===== src/rtl/pipe_hazard_ctrl.sv =====
// Stall/flush scheduler for a 5-stage pipeline: memory wait, EX redirect, load-use.
// Also runs a memory-wait watchdog and a saturating stall-cycle counter.
module pipe_hazard_ctrl #(
    parameter int MEM_TIMEOUT = 255,
    parameter int CNT_W       = 32
) (
    input  logic             clk,
    input  logic             rst,
    input  logic [4:0]       id_rs,
    input  logic [4:0]       id_rt,
    input  logic             id_use_rs,
    input  logic             id_use_rt,
    input  logic [4:0]       ex_wreg,
    input  logic             ex_regwe,
    input  logic             ex_is_load,
    input  logic             ex_redirect,
    input  logic             mem_req,
    input  logic             mem_ack,
    output logic             pc_we,
    output logic             if_id_we,
    output logic             if_id_flush,
    output logic             id_ex_we,
    output logic             id_ex_flush,
    output logic             ex_mem_we,
    output logic             mem_wb_flush,
    output logic             err_timeout,
    output logic [CNT_W-1:0] stall_cycles
);

    localparam int WW = $clog2(MEM_TIMEOUT + 1);
    localparam logic [WW-1:0] WAIT_LAST = WW'(MEM_TIMEOUT - 1);

    typedef enum logic [1:0] {
        RUN      = 2'd0,
        MEM_WAIT = 2'd1,
        TIMEOUT  = 2'd2
    } state_t;

    state_t           state_r;
    logic [WW-1:0]    wait_cnt_r;
    logic             load_use_s;
    logic             mem_stall_s;

    assign mem_stall_s = mem_req & ~mem_ack;
    assign load_use_s  = ex_is_load & ex_regwe & (ex_wreg != 5'd0) &
                         ((id_use_rs & (id_rs == ex_wreg)) |
                          (id_use_rt & (id_rt == ex_wreg)));

    // Prioritised enable/flush decode; a frozen or resetting pipeline drives everything low.
    always_comb begin
        pc_we        = 1'b0;
        if_id_we     = 1'b0;
        if_id_flush  = 1'b0;
        id_ex_we     = 1'b0;
        id_ex_flush  = 1'b0;
        ex_mem_we    = 1'b0;
        mem_wb_flush = 1'b0;
        if (rst || (state_r == TIMEOUT)) begin
            pc_we = 1'b0;
        end else if (mem_stall_s) begin
            mem_wb_flush = 1'b1;
        end else if (ex_redirect) begin
            pc_we       = 1'b1;
            if_id_we    = 1'b1;
            id_ex_we    = 1'b1;
            ex_mem_we   = 1'b1;
            if_id_flush = 1'b1;
            id_ex_flush = 1'b1;
        end else if (load_use_s) begin
            id_ex_we    = 1'b1;
            id_ex_flush = 1'b1;
            ex_mem_we   = 1'b1;
        end else begin
            pc_we     = 1'b1;
            if_id_we  = 1'b1;
            id_ex_we  = 1'b1;
            ex_mem_we = 1'b1;
        end
    end

    // Watchdog FSM, sticky timeout flag and saturating stall counter.
    always_ff @(posedge clk) begin
        if (rst) begin
            state_r      <= RUN;
            wait_cnt_r   <= {WW{1'b0}};
            err_timeout  <= 1'b0;
            stall_cycles <= {CNT_W{1'b0}};
        end else begin
            if (!pc_we && (stall_cycles != {CNT_W{1'b1}})) begin
                stall_cycles <= stall_cycles + {{(CNT_W-1){1'b0}}, 1'b1};
            end else begin
                stall_cycles <= stall_cycles;
            end
            case (state_r)
                RUN: begin
                    if (mem_stall_s) begin
                        state_r    <= MEM_WAIT;
                        wait_cnt_r <= {{(WW-1){1'b0}}, 1'b1};
                    end else begin
                        wait_cnt_r <= {WW{1'b0}};
                    end
                end
                MEM_WAIT: begin
                    // A dropped request counts as completion.
                    if (mem_ack || !mem_req) begin
                        state_r    <= RUN;
                        wait_cnt_r <= {WW{1'b0}};
                    end else if (wait_cnt_r == WAIT_LAST) begin
                        state_r     <= TIMEOUT;
                        err_timeout <= 1'b1;
                    end else begin
                        wait_cnt_r <= wait_cnt_r + {{(WW-1){1'b0}}, 1'b1};
                    end
                end
                TIMEOUT: begin
                    state_r     <= TIMEOUT;
                    err_timeout <= 1'b1;
                end
                default: begin
                    state_r    <= RUN;
                    wait_cnt_r <= {WW{1'b0}};
                end
            endcase
        end
    end

endmodule


===== config.mk =====
export PLATFORM = sky130hd
export DESIGN_NAME = pipe_hazard_ctrl
export DESIGN_NICKNAME = d
export VERILOG_FILES = /design/src/rtl/pipe_hazard_ctrl.sv
export SDC_FILE = /design/constraint.sdc
export NUM_CORES = 1
export LEC_CHECK = 0
export CAP_MARGIN = 0
export CORE_MARGIN = 1.5
export CORE_UTILIZATION = 40
export CTS_CLUSTER_SIZE = 12
export DETAILED_ROUTE_END_ITERATION = 10
export GPL_ROUTABILITY_DRIVEN = 0
export MAX_ROUTING_LAYER = met4
export PLACE_DENSITY_LB_ADDON = 0.3
export REMOVE_ABC_BUFFERS = 1
export SLEW_MARGIN = 30
export SYNTH_ARGS = -nofsm -noshare
export SYNTH_HDL_FRONTEND = slang
export SYNTH_SLANG_ARGS = --single-unit

===== constraint.sdc =====
create_clock -name clk -period 2.3 [get_ports clk]
set_input_delay 0.575 -clock clk [delete_from_list [all_inputs] [get_ports clk]]
set_output_delay 0.575 -clock clk [all_outputs]
set_load 0.05 [all_outputs]

Word level (Yosys, flattened, before mapping)
Cells that the tools add are included.
{ "totals": {"inputBits": 24, "out_inout_bits": 40, "register_bits": 43, "word_cells": 63} }
{ "classes": {"n_bitwise": 9, "add_sub_neg": 2, "reduce_logical": 11, "mux": 26, "n_eq_ne": 11} }
{ "ops": {"columns": ["cell", "n"], "rows": [
  ["32-bit by 1-bit adder with 32-bit output (second input constant)", 1],
  ["32-bit != test (second input constant)", 1],
  ["8-bit one-hot mux with 3 select lines", 1],
  ["1-bit 2-to-1 mux", 18],
  ["8-bit 2-to-1 mux", 2],
  ["5-bit == test", 2],
  ["8-bit by 1-bit adder with 8-bit output (second input constant)", 1],
  ["8-bit == test (second input constant)", 1],
  ["1-bit AND", 6],
  ["2-bit 2-to-1 mux", 3],
  ["2-bit != test (second input constant)", 3],
  ["3-bit != test (second input constant)", 2],
  ["2-bit one-hot mux with 3 select lines", 1],
  ["5-bit nonzero test", 1],
  ["2-bit AND reduction", 2],
  ["3-bit AND reduction", 1],
  ["2-bit by 1-bit == test with 1-bit output (second input constant)", 1],
  ["2-bit == test (second input constant)", 1],
  ["1-bit logical NOT", 2],
  ["2-bit logical NOT", 1],
  ["1-bit logical OR", 2],
  ["1-bit NOT", 2],
  ["1-bit one-hot mux with 2 select lines", 1],
  ["2-bit nonzero test", 1],
  ["2 further kinds", 2]
]} }

Logic depth before layout (Yosys ltp)
Gate-level depths: netlist of the first run.
{ "logic_depth": {"word_depth": 10, "depth_mapped": 9, "depth_no_buf": 9} }

Worst setup path after synthesis of the first run
OpenSTA, ideal clock, no wires.
{ "synth_path": {"path_kind": "input to output", "start": "in mem_ack", "end": "out pc_we", "required_ns": 1.725, "cell_stages": 7, "n_path_buf": 3, "arrival_time_ns": 3.195, "path_slack_ns": -1.470, "path_cell_list": "and2b_1 -> nor3_1 -> a21bo_1 -> buf_6 -> buf_6 -> inv_1 -> buf_4"} }
{ "synth_via": {"elab_chain_cells": 4} }
{ "synth_lines": {"columns": ["element", "line", "rtl"], "rows": [
  ["start, declared", "18", "input logic mem_ack,"],
  ["1-bit NOT", "44", "assign mem_stall_s = mem_req & ~mem_ack;"],
  ["1-bit AND", "44", null],
  ["1-bit 2-to-1 mux (2 in series)", null, null],
  ["end, declared", "19", "output logic pc_we,"]
]} }
No other way between the ends.

Final worst setup path of the first run
{ "layout_path": {"start": "in ex_wreg[4]", "end": "out id_ex_flush"} }
{ "layout_via": {"elab_chain_cells": 8, "word_cells_on_any_way": 12, "classes_between": "eq/ne: 2; mux: 4; bitwise: 5; reduce/logical: 1"} }
{ "layout_lines": {"columns": ["element", "line", "rtl"], "rows": [
  ["start, declared", "13", "input logic [4:0] ex_wreg,"],
  ["5-bit == test (on tied branches)", "46, 47", null],
  ["1-bit AND (on tied branches)", "46, 47", null],
  ["1-bit OR", "46", "((id_use_rs & (id_rs == ex_wreg)) |"],
  ["1-bit AND (*)", "45", "assign load_use_s = ex_is_load & ex_regwe & (ex_wreg != 5'd0) &"],
  ["1-bit 2-to-1 mux (*)", "69", "end else if (load_use_s) begin"],
  ["1-bit 2-to-1 mux (*)", "62", "end else if (ex_redirect) begin"],
  ["1-bit 2-to-1 mux (*)", "60", "end else if (mem_stall_s) begin"],
  ["1-bit 2-to-1 mux (*)", "58", "if (rst || (state_r == TIMEOUT)) begin"],
  ["end, declared", "23", "output logic id_ex_flush,"]
]} }
Every way passes the cells marked *; elsewhere a longest branch is shown, timed or not.

==> impl_metrics.yaml, run 1 <==
final_layout:
  design_area_sq_mm: 0.00361
  drive_gt1_frac: 0.222
  multi_input_area_sq_mm: 0.00157
  regArea_sq_um: 862
  area_growth_pct: 49.4
  post-route-util: 0.613
  fillers: 503
  antennaDiodeCount: 0
  nNetsFinal: 408
routing:
  drc: 0
  routed_wl_um: 6050
  vias_per_cell: 5.22
  wl_per_cell_um: 13.3
  num_vias: 2369
  ant_nets: 0
  drt-initial-drc-count: 114
  drtPass1Iterations: 4
placement:
  place_ws_ps: -611
  io_buffers: 63
  hpwlAfterDp_um: 4350
  placed_area_sq_mm: 0.00337
grt:
  grt_pass1_vias: 2185
  antenna_found_initial: 0
  grt.overflow.total: 0
  grt_pass1_wl_um: 9920
  grt_max_degree: 43
  grt_usage: 0.200
clock_network:
  cts-root-buf: "clkbuf_8"
  clkLatencyLatePin_ps: 290
  htree_num_levels: 2
  cts_tree: "built"
  cts_buffer_depth: 2
  numClockSinks: 43
  cts_buffers: 5
  path_clk_slew_ps: 80
power:
  powerDensity_mw_per_mm2: 448
  vdd_drop_max_mv: 0.347
  total_power_uw: 1620
  p_leak_uw: 0.00134
critical_path:
  slowest_delay_ps: 520
  crit_path_end_kind: "output pin"
  worstPathCellList: "buf_8 -> or4_4 -> o211ai_2 -> and2b_1 -> o21a_1 -> buf_12"
  slowest_stage: "or4_4"
  cp.arrival_ps: 1900
  worstSetupPathType: "in2out"
  path_buf_inv: 2
  start_kind: "input port"
  required_ps: 1730
  crit_family: "simple AND/OR/NAND/NOR gates"
  worstPathMaxFanout: 2
floorplanning:
  dieHeight_um: 80.7
  core-area_sq_mm: 0.00589
  pin_count: 64
  start_util: 0.410
  fp.dieArea_sq_mm: 0.00651
  fp.dieW_um: 80.7
  num_rows: 28
yosys:
  synth.top_cells.by_count: "43 x dfxtp_1, 38 x nor2_1, 24 x nand2_1"
  avgSynthCellArea_sq_um: 8.44
  synth_area_leaders: "dfxtp_1 36%, xnor2_1 6.9%, nor2_1 5.9%, xor2_1 4.4%, a21oi_1 3.9%"
  synthArstFlopShare: 0
  syn_area_sq_mm: 0.00241
  yosysWarnings: 0
  synth_top_area_cell: "dfxtp_1"
  synth.distinct_cells: 48
  yosysSeqAreaShare: 0.356
  ys_ff_latch: 43
  yosysTopAreaCellShare: 0.356
  synth.most_common_cell: "dfxtp_1"
  synth_edf_count: 0
  synth_ff_type: "dfxtp_1"
  synth_cells: 286
outcome:
  status: "finished with violations"
  violations: "negative setup slack"
run:
  maxCapViolations: 0
timing:
  slew_headroom: 0.640
  setup_viol: 3
  finalClockSkew_ps: 4.37
  rsz0062_at_grt: "true"
  final.period_utilization: 1.08
  drv_slew: 0
  finalHoldViolations: 0
  finalCriticalPeriod_ps: 2480
  fmax_mhz: 404
  setup_slack_ps: -178
  worst_slew_pin_slew_ps: 538
min_path:
  hp-class: "reg2reg"
worst paths after layout:
| check | startpoint | endpoint | slack (ps) | cells after the start |
|---|---|---|---|---|
| hold / removal | err_timeout | err_timeout | 470 | 2 |
| hold reg to reg | err_timeout | err_timeout | 470 | 2 |
| setup reg to reg | stall_cycles[17] | stall_cycles[27] | 130 | 8 |
| setup / recovery | ex_wreg[4] | id_ex_flush | -180 | 6 |
power breakdown:
group | switching (uW) | internal (uW) | leakage, uW
combinational | 130 | 120 | 0.000928
sequential | 9.25 | 753 | 0.000347
clock | 254 | 351 | 0.0000612
total | 393 | 1220 | 0.00134
per-layer routing:
metal  vias up  global-route usage  share of wire
li1       1201                   -              -
met3         9              0.0398          0.034
met2        43               0.316           0.47
met4         0              0.0638          0.013
met1      1116               0.257           0.48
met5         -                   -              0
placed cells by master (no fill, tap or decap), types with 3 or more instances in the layout:
master	synthesis	final
nor4b_1	7	4
inv_1	8	7
o21ai_0	13	13
nand2_1	24	24
or3_1	12	12
buf_12	0	7
ha_1	6	6
xor2_1	12	12
dfxtp_1	43	42
or4_1	5	4
clkdlybuf4s50_1	0	37
buf_4	2	26
a21oi_1	19	19
clkbuf_8	0	6
clkbuf_2	0	3
and3_1	4	4
dlygate4sd2_1	0	4
nand3_1	13	13
clkdlybuf4s15_1	0	6
nor4b_2	0	3
buf_6	3	5
nor2_1	38	38
o31ai_1	3	3
xnor2_2	0	4
nand4_2	2	3
xnor2_1	19	15
nand4_1	12	12
state kept, by name, indices dropped and copies added, names as in the netlist:
name,cells
wait_cnt_r,8
state_r,2
stall_cycles,32
err_timeout,1
final cells by class:
type / instances / area share
multi-input cells: 226 / 0.434
repair buffers: 94 / 0.260
flip-flops and latches: 43 / 0.239
well taps: 75 / 0.0260
clock buffers: 6 / 0.0229
clock inverters: 2 / 0.00971
inverters: 8 / 0.00832
metrics by stage:
| step | setup TNS, ps | cells | hold slack (ps) |
|---|---|---|---|
| 6_report | -423 | 454 | 472 |
| 5_1_grt | -681 | 454 | 495 |
| 4_1_cts | -517 | 456 | 482 |
| 3_5_place_dp | -17410 | 444 | 465 |
| 3_3_place_gp | -16020 | 444 | 455 |
| 2_1_floorplan | -64220 | 276 | 459 |
what timing repair did:
action                                  CTS  global route
resized for setup                        46            27
pin swaps                                17            21
endpoints found under the setup margin   39            28
gates cloned                              1             0
hold endpoints to repair                  0             0
hold buffers                              0             0
setup buffers                             3             2
kinds of logic (layout without fill, tap and decap cells):
family | count (synthesis) | after routing | share of synthesized area
DFF | 43 | 43 | 0.356
muxes | 2 | 2 | 0.0109
xor gates and xnor gates | 31 | 31 | 0.112
buffers and inverters | 18 | 110 | 0.0404
adders and majority gates | 6 | 6 | 0.0311
AOI/OAI and AO/OA | 43 | 43 | 0.104
and+or+nand+nor | 143 | 144 | 0.345
worst min-delay path: cells and delay by family, from the launching register on:
family             cells  cell delay [ps]
AOI/OAI and AO/OA      1               40
DFF                    1              330
and+or+nand+nor        1               70
(Power assumes the default switching activity.)
==> inputs of run 2 (changes only) <==
--- a/config.mk
+++ b/config.mk
@@ -5,7 +5,7 @@
 export SDC_FILE = /design/constraint.sdc
 export NUM_CORES = 1
 export LEC_CHECK = 0
-export CAP_MARGIN = 0
+export CAP_MARGIN = 15
 export CORE_MARGIN = 1.5
 export CORE_UTILIZATION = 40
 export CTS_CLUSTER_SIZE = 12
==> results of run 2 <==
No change in the layout: final DEF, timing and power equal those of run 1.
